$ cat src/rtl/led_rgb_pkg.sv
// Shared types and constants for the RGB LED arbiter.
// Colours are logical R,G,B with R in the MSB.
package led_rgb_pkg;

    typedef enum logic [1:0] {
        IDLE = 2'd0,
        SHOW = 2'd1,
        GAP  = 2'd2
    } state_t;

    localparam logic [2:0] BLACK = 3'b000;
    localparam logic [2:0] RED   = 3'b100;
    localparam logic [2:0] GREEN = 3'b010;
    localparam logic [2:0] BLUE  = 3'b001;
    localparam logic [2:0] WHITE = 3'b111;

endpackage

$ cat src/rtl/led_rr_pick.sv
// Combinational round-robin picker.
// The search starts at ptr+1 and wraps modulo NREQ.
module led_rr_pick #(
    parameter int NREQ  = 3,
    parameter int IDX_W = $clog2(NREQ)
) (
    input  logic [NREQ-1:0]  req,
    input  logic [IDX_W-1:0] ptr,
    output logic             valid,
    output logic [IDX_W-1:0] idx,
    output logic [NREQ-1:0]  onehot
);

    always_comb begin
        int               c;
        logic [IDX_W-1:0] cidx;
        c      = 0;
        cidx   = '0;
        valid  = 1'b0;
        idx    = '0;
        onehot = '0;
        // Walk from the farthest candidate to the nearest one, so the first
        // requester after ptr is the last to overwrite the result.
        for (int i = NREQ; i >= 1; i--) begin
            c    = (int'(ptr) + i) % NREQ;
            cidx = IDX_W'(c);
            if (req[cidx]) begin
                valid = 1'b1;
                idx   = cidx;
            end
        end
        if (valid) begin
            onehot[idx] = 1'b1;
        end
    end

endmodule

$ cat src/rtl/led_rgb_arb.sv
// Round-robin sharing of one RGB LED between NREQ requesters.
// Each grant shows a latched colour for max(hold,1) cycles, followed by a blank gap.
module led_rgb_arb
    import led_rgb_pkg::*;
#(
    parameter int         NREQ           = 3,
    parameter int         HOLD_W         = 24,
    parameter int         GAP_CYCLES     = 4,
    parameter logic [2:0] IDLE_COLOR     = 3'b000,
    parameter bit         LED_ACTIVE_LOW = 1'b1
) (
    input  logic                   sysclk,
    input  logic                   rst,
    input  logic [NREQ-1:0]        req,
    input  logic [3*NREQ-1:0]      color,
    input  logic [HOLD_W*NREQ-1:0] hold,
    output logic [NREQ-1:0]        gnt,
    output logic [NREQ-1:0]        done,
    output logic                   busy,
    output logic [2:0]             leds
);

    localparam int               IDX_W    = $clog2(NREQ);
    localparam int               GAP_W    = (GAP_CYCLES > 0) ? $clog2(GAP_CYCLES + 1) : 1;
    localparam logic [GAP_W-1:0] GAP_LOAD = GAP_W'(GAP_CYCLES);

    function automatic logic [2:0] apply_polarity(input logic [2:0] c);
        return LED_ACTIVE_LOW ? ~c : c;
    endfunction

    function automatic logic [HOLD_W-1:0] hold_floor(input logic [HOLD_W-1:0] h);
        return (h == '0) ? HOLD_W'(1) : h;
    endfunction

    state_t            state, state_nx;
    logic [IDX_W-1:0]  ptr;
    logic [NREQ-1:0]   win_oh;
    logic [HOLD_W-1:0] hold_cnt;
    logic [GAP_W-1:0]  gap_cnt;
    logic [2:0]        color_q;

    logic              pick_vld;
    logic [IDX_W-1:0]  pick_idx;
    logic [NREQ-1:0]   pick_oh;
    logic [2:0]        color_sel;
    logic [HOLD_W-1:0] hold_sel;
    logic              win_req, show_last, show_exit;

    logic [NREQ-1:0]   gnt_nx, done_nx;
    logic              busy_nx;
    logic [2:0]        color_nx;

    led_rr_pick #(
        .NREQ  (NREQ),
        .IDX_W (IDX_W)
    ) u_pick (
        .req    (req),
        .ptr    (ptr),
        .valid  (pick_vld),
        .idx    (pick_idx),
        .onehot (pick_oh)
    );

    always_comb begin
        color_sel = '0;
        hold_sel  = '0;
        for (int i = 0; i < NREQ; i++) begin
            if (pick_idx == IDX_W'(i)) begin
                color_sel = color[3*i +: 3];
                hold_sel  = hold[HOLD_W*i +: HOLD_W];
            end
        end
    end

    // A dropped request ends SHOW exactly like the final hold cycle, minus the done pulse.
    assign win_req   = |(req & win_oh);
    assign show_last = (hold_cnt <= HOLD_W'(1));
    assign show_exit = show_last || !win_req;

    always_ff @(posedge sysclk or posedge rst) begin
        if (rst) begin
            state <= IDLE;
        end else begin
            state <= state_nx;
        end
    end

    always_comb begin
        state_nx = state;
        case (state)
            IDLE:    if (pick_vld) state_nx = SHOW;
            SHOW:    if (show_exit) state_nx = (GAP_CYCLES == 0) ? IDLE : GAP;
            GAP:     if (gap_cnt <= GAP_W'(1)) state_nx = IDLE;
            default: state_nx = IDLE;
        endcase
    end

    always_comb begin
        gnt_nx   = '0;
        done_nx  = '0;
        busy_nx  = (state_nx != IDLE);
        color_nx = IDLE_COLOR;
        if (state_nx == SHOW) begin
            gnt_nx   = (state == IDLE) ? pick_oh : win_oh;
            color_nx = (state == IDLE) ? color_sel : color_q;
        end
        if (state == SHOW && show_exit && win_req) begin
            done_nx = win_oh;
        end
    end

    always_ff @(posedge sysclk or posedge rst) begin
        if (rst) begin
            ptr      <= IDX_W'(NREQ - 1);
            win_oh   <= '0;
            hold_cnt <= '0;
            gap_cnt  <= '0;
        end else begin
            case (state)
                IDLE: begin
                    if (pick_vld) begin
                        ptr      <= pick_idx;
                        win_oh   <= pick_oh;
                        hold_cnt <= hold_floor(hold_sel);
                    end
                end
                SHOW: begin
                    if (show_exit) begin
                        gap_cnt <= GAP_LOAD;
                    end else if (hold_cnt != '0) begin
                        hold_cnt <= hold_cnt - HOLD_W'(1);
                    end
                end
                GAP: begin
                    if (gap_cnt != '0) begin
                        gap_cnt <= gap_cnt - GAP_W'(1);
                    end
                end
                default: ;
            endcase
        end
    end

    always_ff @(posedge sysclk) begin
        if (state == IDLE && pick_vld) begin
            color_q <= color_sel;
        end
    end

    always_ff @(posedge sysclk or posedge rst) begin
        if (rst) begin
            gnt  <= '0;
            done <= '0;
            busy <= 1'b0;
            leds <= apply_polarity(IDLE_COLOR);
        end else begin
            gnt  <= gnt_nx;
            done <= done_nx;
            busy <= busy_nx;
            leds <= apply_polarity(color_nx);
        end
    end

endmodule

$ cat config.mk
export PLATFORM = sky130hd
export DESIGN_NAME = led_rgb_arb
export DESIGN_NICKNAME = d
export VERILOG_FILES = /design/src/rtl/led_rgb_pkg.sv /design/src/rtl/led_rr_pick.sv /design/src/rtl/led_rgb_arb.sv
export SDC_FILE = /design/constraint.sdc
export NUM_CORES = 1
export LEC_CHECK = 0
export ABC_AREA = 1
export BUFFER_PORTS_ARGS = -buffer_cell sky130_fd_sc_hd__buf_2
export CAP_MARGIN = 10
export CORE_MARGIN = 3
export CORE_UTILIZATION = 40
export CTS_CLUSTER_DIAMETER = 80
export DETAILED_ROUTE_END_ITERATION = 8
export PLACE_DENSITY = 0.69
export REMOVE_ABC_BUFFERS = 1
export SLEW_MARGIN = 10
export SYNTH_ARGS = -nofsm -noshare
export SYNTH_HDL_FRONTEND = slang
export SYNTH_SLANG_ARGS = --single-unit
$ cat constraint.sdc
create_clock -name sysclk -period 4.9 [get_ports sysclk]
set_input_delay 0.98 -clock sysclk [delete_from_list [all_inputs] [get_ports sysclk]]
set_output_delay 0.98 -clock sysclk [all_outputs]
set_load 0.05 [all_outputs]
==> metrics.txt <==
# TYPE chip_impl_metric gauge
chip_impl_metric{name="io_buffers",unit=""} 95
chip_impl_metric{name="gr-usage-all-layers",unit="%"} 20.3
chip_impl_info{name="r2r-end",value="hold_cnt[1]"} 1
chip_impl_info{name="setup_repair_after_global_routing_missed_its_margin",value="false"} 1
chip_impl_metric{name="max-cap-violations",unit=""} 0
chip_impl_info{name="hold_end",value="leds[2]"} 1
chip_impl_metric{name="timing.max_slew.rel_slack",unit="%"} 47.2
chip_impl_metric{name="pwr_cell_area",unit="nW/um^2"} 779
chip_impl_info{name="run_status",value="completed"} 1
chip_impl_info{name="layout.cells.most_common_list",value="sky130_fd_sc_hd__nand2_1, sky130_fd_sc_hd__buf_2, sky130_fd_sc_hd__nor2_1, sky130_fd_sc_hd__inv_1, sky130_fd_sc_hd__nand3_1"} 1
chip_impl_metric{name="final.period_utilization",unit="%"} 65.2
chip_impl_metric{name="finish.net_count",unit=""} 694
chip_impl_metric{name="hold_viol",unit=""} 0
chip_impl_metric{name="min_period",unit="ns"} 3.20
chip_impl_metric{name="postSynthCellCount",unit=""} 510
chip_impl_metric{name="globalRouteOverflowTotal",unit=""} 0
chip_impl_metric{name="cts_buffer_depth",unit=""} 2
chip_impl_metric{name="compound_gate_fraction_of_synth_area",unit="%"} 14.4
chip_impl_metric{name="grt_antenna_before_repair",unit=""} 0
chip_impl_metric{name="synthMuxAreaShare",unit="%"} 0
chip_impl_metric{name="coreArea",unit="um^2"} 8260
chip_impl_metric{name="final.setup.tns",unit="ns"} 0
chip_impl_metric{name="hold_path_cells",unit=""} 3
chip_impl_metric{name="layout_cells_sized_above_1",unit="%"} 21.3
chip_impl_info{name="critical_path_class",value="reg -> reg"} 1
chip_impl_metric{name="post-layout-total-power",unit="mW"} 3.17
chip_impl_metric{name="final.setup_skew",unit="ns"} 0.00783
chip_impl_metric{name="drt_pre_antenna_iters",unit=""} 5
chip_impl_metric{name="die_height",unit="um"} 98.6
chip_impl_metric{name="final_core_density",unit="%"} 49.3
chip_impl_metric{name="synth.distinct_cells",unit=""} 38
chip_impl_metric{name="vias",unit=""} 3605
chip_impl_metric{name="hold_buffers",unit=""} 0
chip_impl_metric{name="cp_data_arrival_time",unit="ns"} 3.35
chip_impl_info{name="layout_commonest_cell",value="sky130_fd_sc_hd__nand2_1"} 1
chip_impl_info{name="cp-end-kind",value="flop"} 1
chip_impl_info{name="cts_tree",value="yes"} 1
chip_impl_metric{name="worstSkewPairLatency",unit="ns"} 0.30
chip_impl_metric{name="postCtsSetupBuffers",unit=""} 0
chip_impl_metric{name="ioPinCount",unit=""} 96
chip_impl_metric{name="remaining_drc_errors",unit=""} 0
chip_impl_metric{name="tritoncts.num_buffers",unit=""} 5
chip_impl_info{name="worstSetupStartpointType",value="flop"} 1
chip_impl_metric{name="cts.clk_slew.worst_paths",unit="ns"} 0.09
chip_impl_metric{name="synth-adder-area-share",unit="%"} 3.28
chip_impl_metric{name="leakagePower",unit="nW"} 2.09
chip_impl_metric{name="power.ir.vdd_worst",unit="mV"} 0.332
chip_impl_metric{name="grt_start_max_net_pins",unit=""} 45
chip_impl_metric{name="post_synth.cell_area_avg",unit="um^2"} 6.73
chip_impl_metric{name="cts-resized-gates",unit=""} 0
chip_impl_metric{name="post_synth_xor_area_fraction",unit="%"} 2.55
chip_impl_metric{name="fraction_of_the_yosys_area_taken_by_sequential_cells",unit="%"} 34.9
chip_impl_metric{name="place_inst",unit=""} 697
chip_impl_metric{name="cts_h_tree_lvls",unit=""} 2
chip_impl_metric{name="synth_top_area_share",unit="%"} 29.2
chip_impl_info{name="clockRootBuffer",value="sky130_fd_sc_hd__clkbuf_8"} 1
chip_impl_metric{name="detailedRoute.firstIterationViolations",unit=""} 261
chip_impl_metric{name="postRouteAntennaNets",unit=""} 0
chip_impl_metric{name="timing.final.ws_setup",unit="ns"} 1.70
chip_impl_info{name="r2r_start",value="state[0]"} 1
chip_impl_metric{name="drt_wl_total",unit="um"} 9720
chip_impl_metric{name="placementRows",unit=""} 33
chip_impl_metric{name="yosys.area_share.simple",unit="%"} 36.1
chip_impl_metric{name="globalplace.congestion",unit=""} 0.856
chip_impl_metric{name="routedWlPerCell",unit="um"} 13.8
chip_impl_metric{name="ys.warnings.count",unit=""} 0
chip_impl_metric{name="via_per_inst",unit=""} 5.11
chip_impl_info{name="min_path_type",value="reg -> reg"} 1
chip_impl_metric{name="dp.final_hpwl",unit="um"} 7190
chip_impl_metric{name="antenna_cells",unit=""} 0
chip_impl_metric{name="num-fill-cells",unit=""} 837
chip_impl_metric{name="count_of_pins_over_their_slew_limit",unit=""} 0
chip_impl_metric{name="finish.cell_count_without_fillers",unit=""} 705
chip_impl_metric{name="fmaxAchievable",unit="MHz"} 313
chip_impl_metric{name="grt_pass1_vias",unit=""} 3486
chip_impl_metric{name="worst-r2r-cell-count",unit=""} 10
chip_impl_metric{name="reg2reg_slack",unit="ns"} 1.70
chip_impl_metric{name="clock-sinks",unit=""} 47
chip_impl_metric{name="setup_viol_count_final",unit=""} 0
chip_impl_info{name="synth_top_cells_by_area",value="sky130_fd_sc_hd__dfrtp_1, sky130_fd_sc_hd__nand2_1, sky130_fd_sc_hd__nor2_1, sky130_fd_sc_hd__nand3_1, sky130_fd_sc_hd__inv_1"} 1
chip_impl_metric{name="biggest_fanout_along_the_worst_timing_path",unit=""} 28
chip_impl_metric{name="synth.ff_latch_count",unit=""} 47
chip_impl_metric{name="synth.cell_area",unit="um^2"} 3430
chip_impl_metric{name="horiz_die_dim",unit="um"} 98.6
chip_impl_info{name="synth_top_family_by_area",value="simple AND/OR/NAND/NOR gates"} 1
chip_impl_info{name="synth_top_area_cell",value="sky130_fd_sc_hd__dfrtp_1"} 1
chip_impl_info{name="hold_path_startpoint",value="color_q[2]"} 1
chip_impl_metric{name="die_area",unit="um^2"} 9730
chip_impl_metric{name="critical_path_required",unit="ns"} 5.05
chip_impl_metric{name="grt_first_pass_wirelength",unit="um"} 16300
chip_impl_metric{name="timing_worst_slew_pin_value",unit="ns"} 0.787
chip_impl_metric{name="area_growth_syn_to_layout",unit="%"} 18.6
chip_impl_metric{name="post-place-ws",unit="ns"} 1.62
chip_impl_metric{name="floorplan.initialDensity",unit="%"} 41.6
layer usage:
layer	vias to the layer above	share of wire (%)	GRT usage (%)
li1	1837	-	-
met1	1636	46	28.8
met2	125	47	33.5
met4	0	0.76	3.78
met5	-	0	0
met3	7	6.1	2.90
per-stage QoR:
step | hold WS (ns) | cell area [um^2]
2_1_floorplan | 0.486 | 3330
3_3_place_gp | 0.513 | 3960
3_5_place_dp | 0.512 | 3960
4_1_cts | 0.535 | 4070
5_1_grt | 0.566 | 4070
6_report | 0.532 | 4070
synth_stat cells (all sizes together):
cell	number
o22ai	1
o211ai	1
xnor2	1
a31oi	8
ha	9
o31ai	1
nand3	43
nor2	69
nand4	9
dfrtp	40
o221ai	1
a22oi	11
nor3	8
dfstp	4
buf	11
nor4	1
a21boi	2
inv	54
xor2	9
edfxtp	3
o21ai	29
a21oi	32
or2	6
nand2	152
clkbuf	4
clkinv	1
flip-flops by register name (all words and copies together) (netlist names):
register	cells
busy	1
color_q	3
state	2
hold_cnt	24
ptr	2
gnt	3
leds	3
done	3
gap_cnt	3
win_oh	3
final cells by class:
type	count	area (um^2)	area share, %
Clock buffer	5	68.8	1.69
Clock inverter	3	46.3	1.14
Inverter	55	206	5.07
Multi-Input combinational cell	393	1930	47.4
Sequential cell	47	1200	29.4
Tap cell	105	131	3.23
Timing Repair Buffer	97	490	12.0
worst max-delay path by stage:
stage	endpoint	depth (start not counted)	from
global route	hold_cnt[1]	10	state[0]
finish	hold_cnt[1]	10	state[0]
floorplan	hold_cnt[21]	8	state[1]
detailed placement	hold_cnt[0]	16	req[0]
global placement	hold_cnt[0]	16	req[0]
CTS	hold_cnt[1]	10	state[0]
logic make-up after synthesis:
kind of cell / after synthesis
buffers and inverters: 70
xor gates and xnor gates: 10
AOI/OAI and AO/OA: 86
and+or+nand+nor: 288
adders and majority gates: 9
DFF: 47
where the power goes:
part           leakage, nW  switching [mW]  total (mW)  internal (mW)
clock network       0.0548           0.141       0.295          0.154
registers            0.554           0.130       0.737          0.607
logic                 1.48            1.48        2.14          0.659
critical path: stages (launching register included):
cell and delay [ns]:
sky130_fd_sc_hd__dfrtp_1 0.37, sky130_fd_sc_hd__inv_1 0.07, sky130_fd_sc_hd__nor2_1 0.09, sky130_fd_sc_hd__buf_4 0.29, sky130_fd_sc_hd__clkinv_1 0.70, sky130_fd_sc_hd__nor2_1 0.45
sky130_fd_sc_hd__inv_2 0.10, sky130_fd_sc_hd__nand2_4 0.26, sky130_fd_sc_hd__inv_1 0.38, sky130_fd_sc_hd__o21ai_0 0.19, sky130_fd_sc_hd__o21ai_0 0.12
Note: power is estimated with default switching activity, not from simulation.
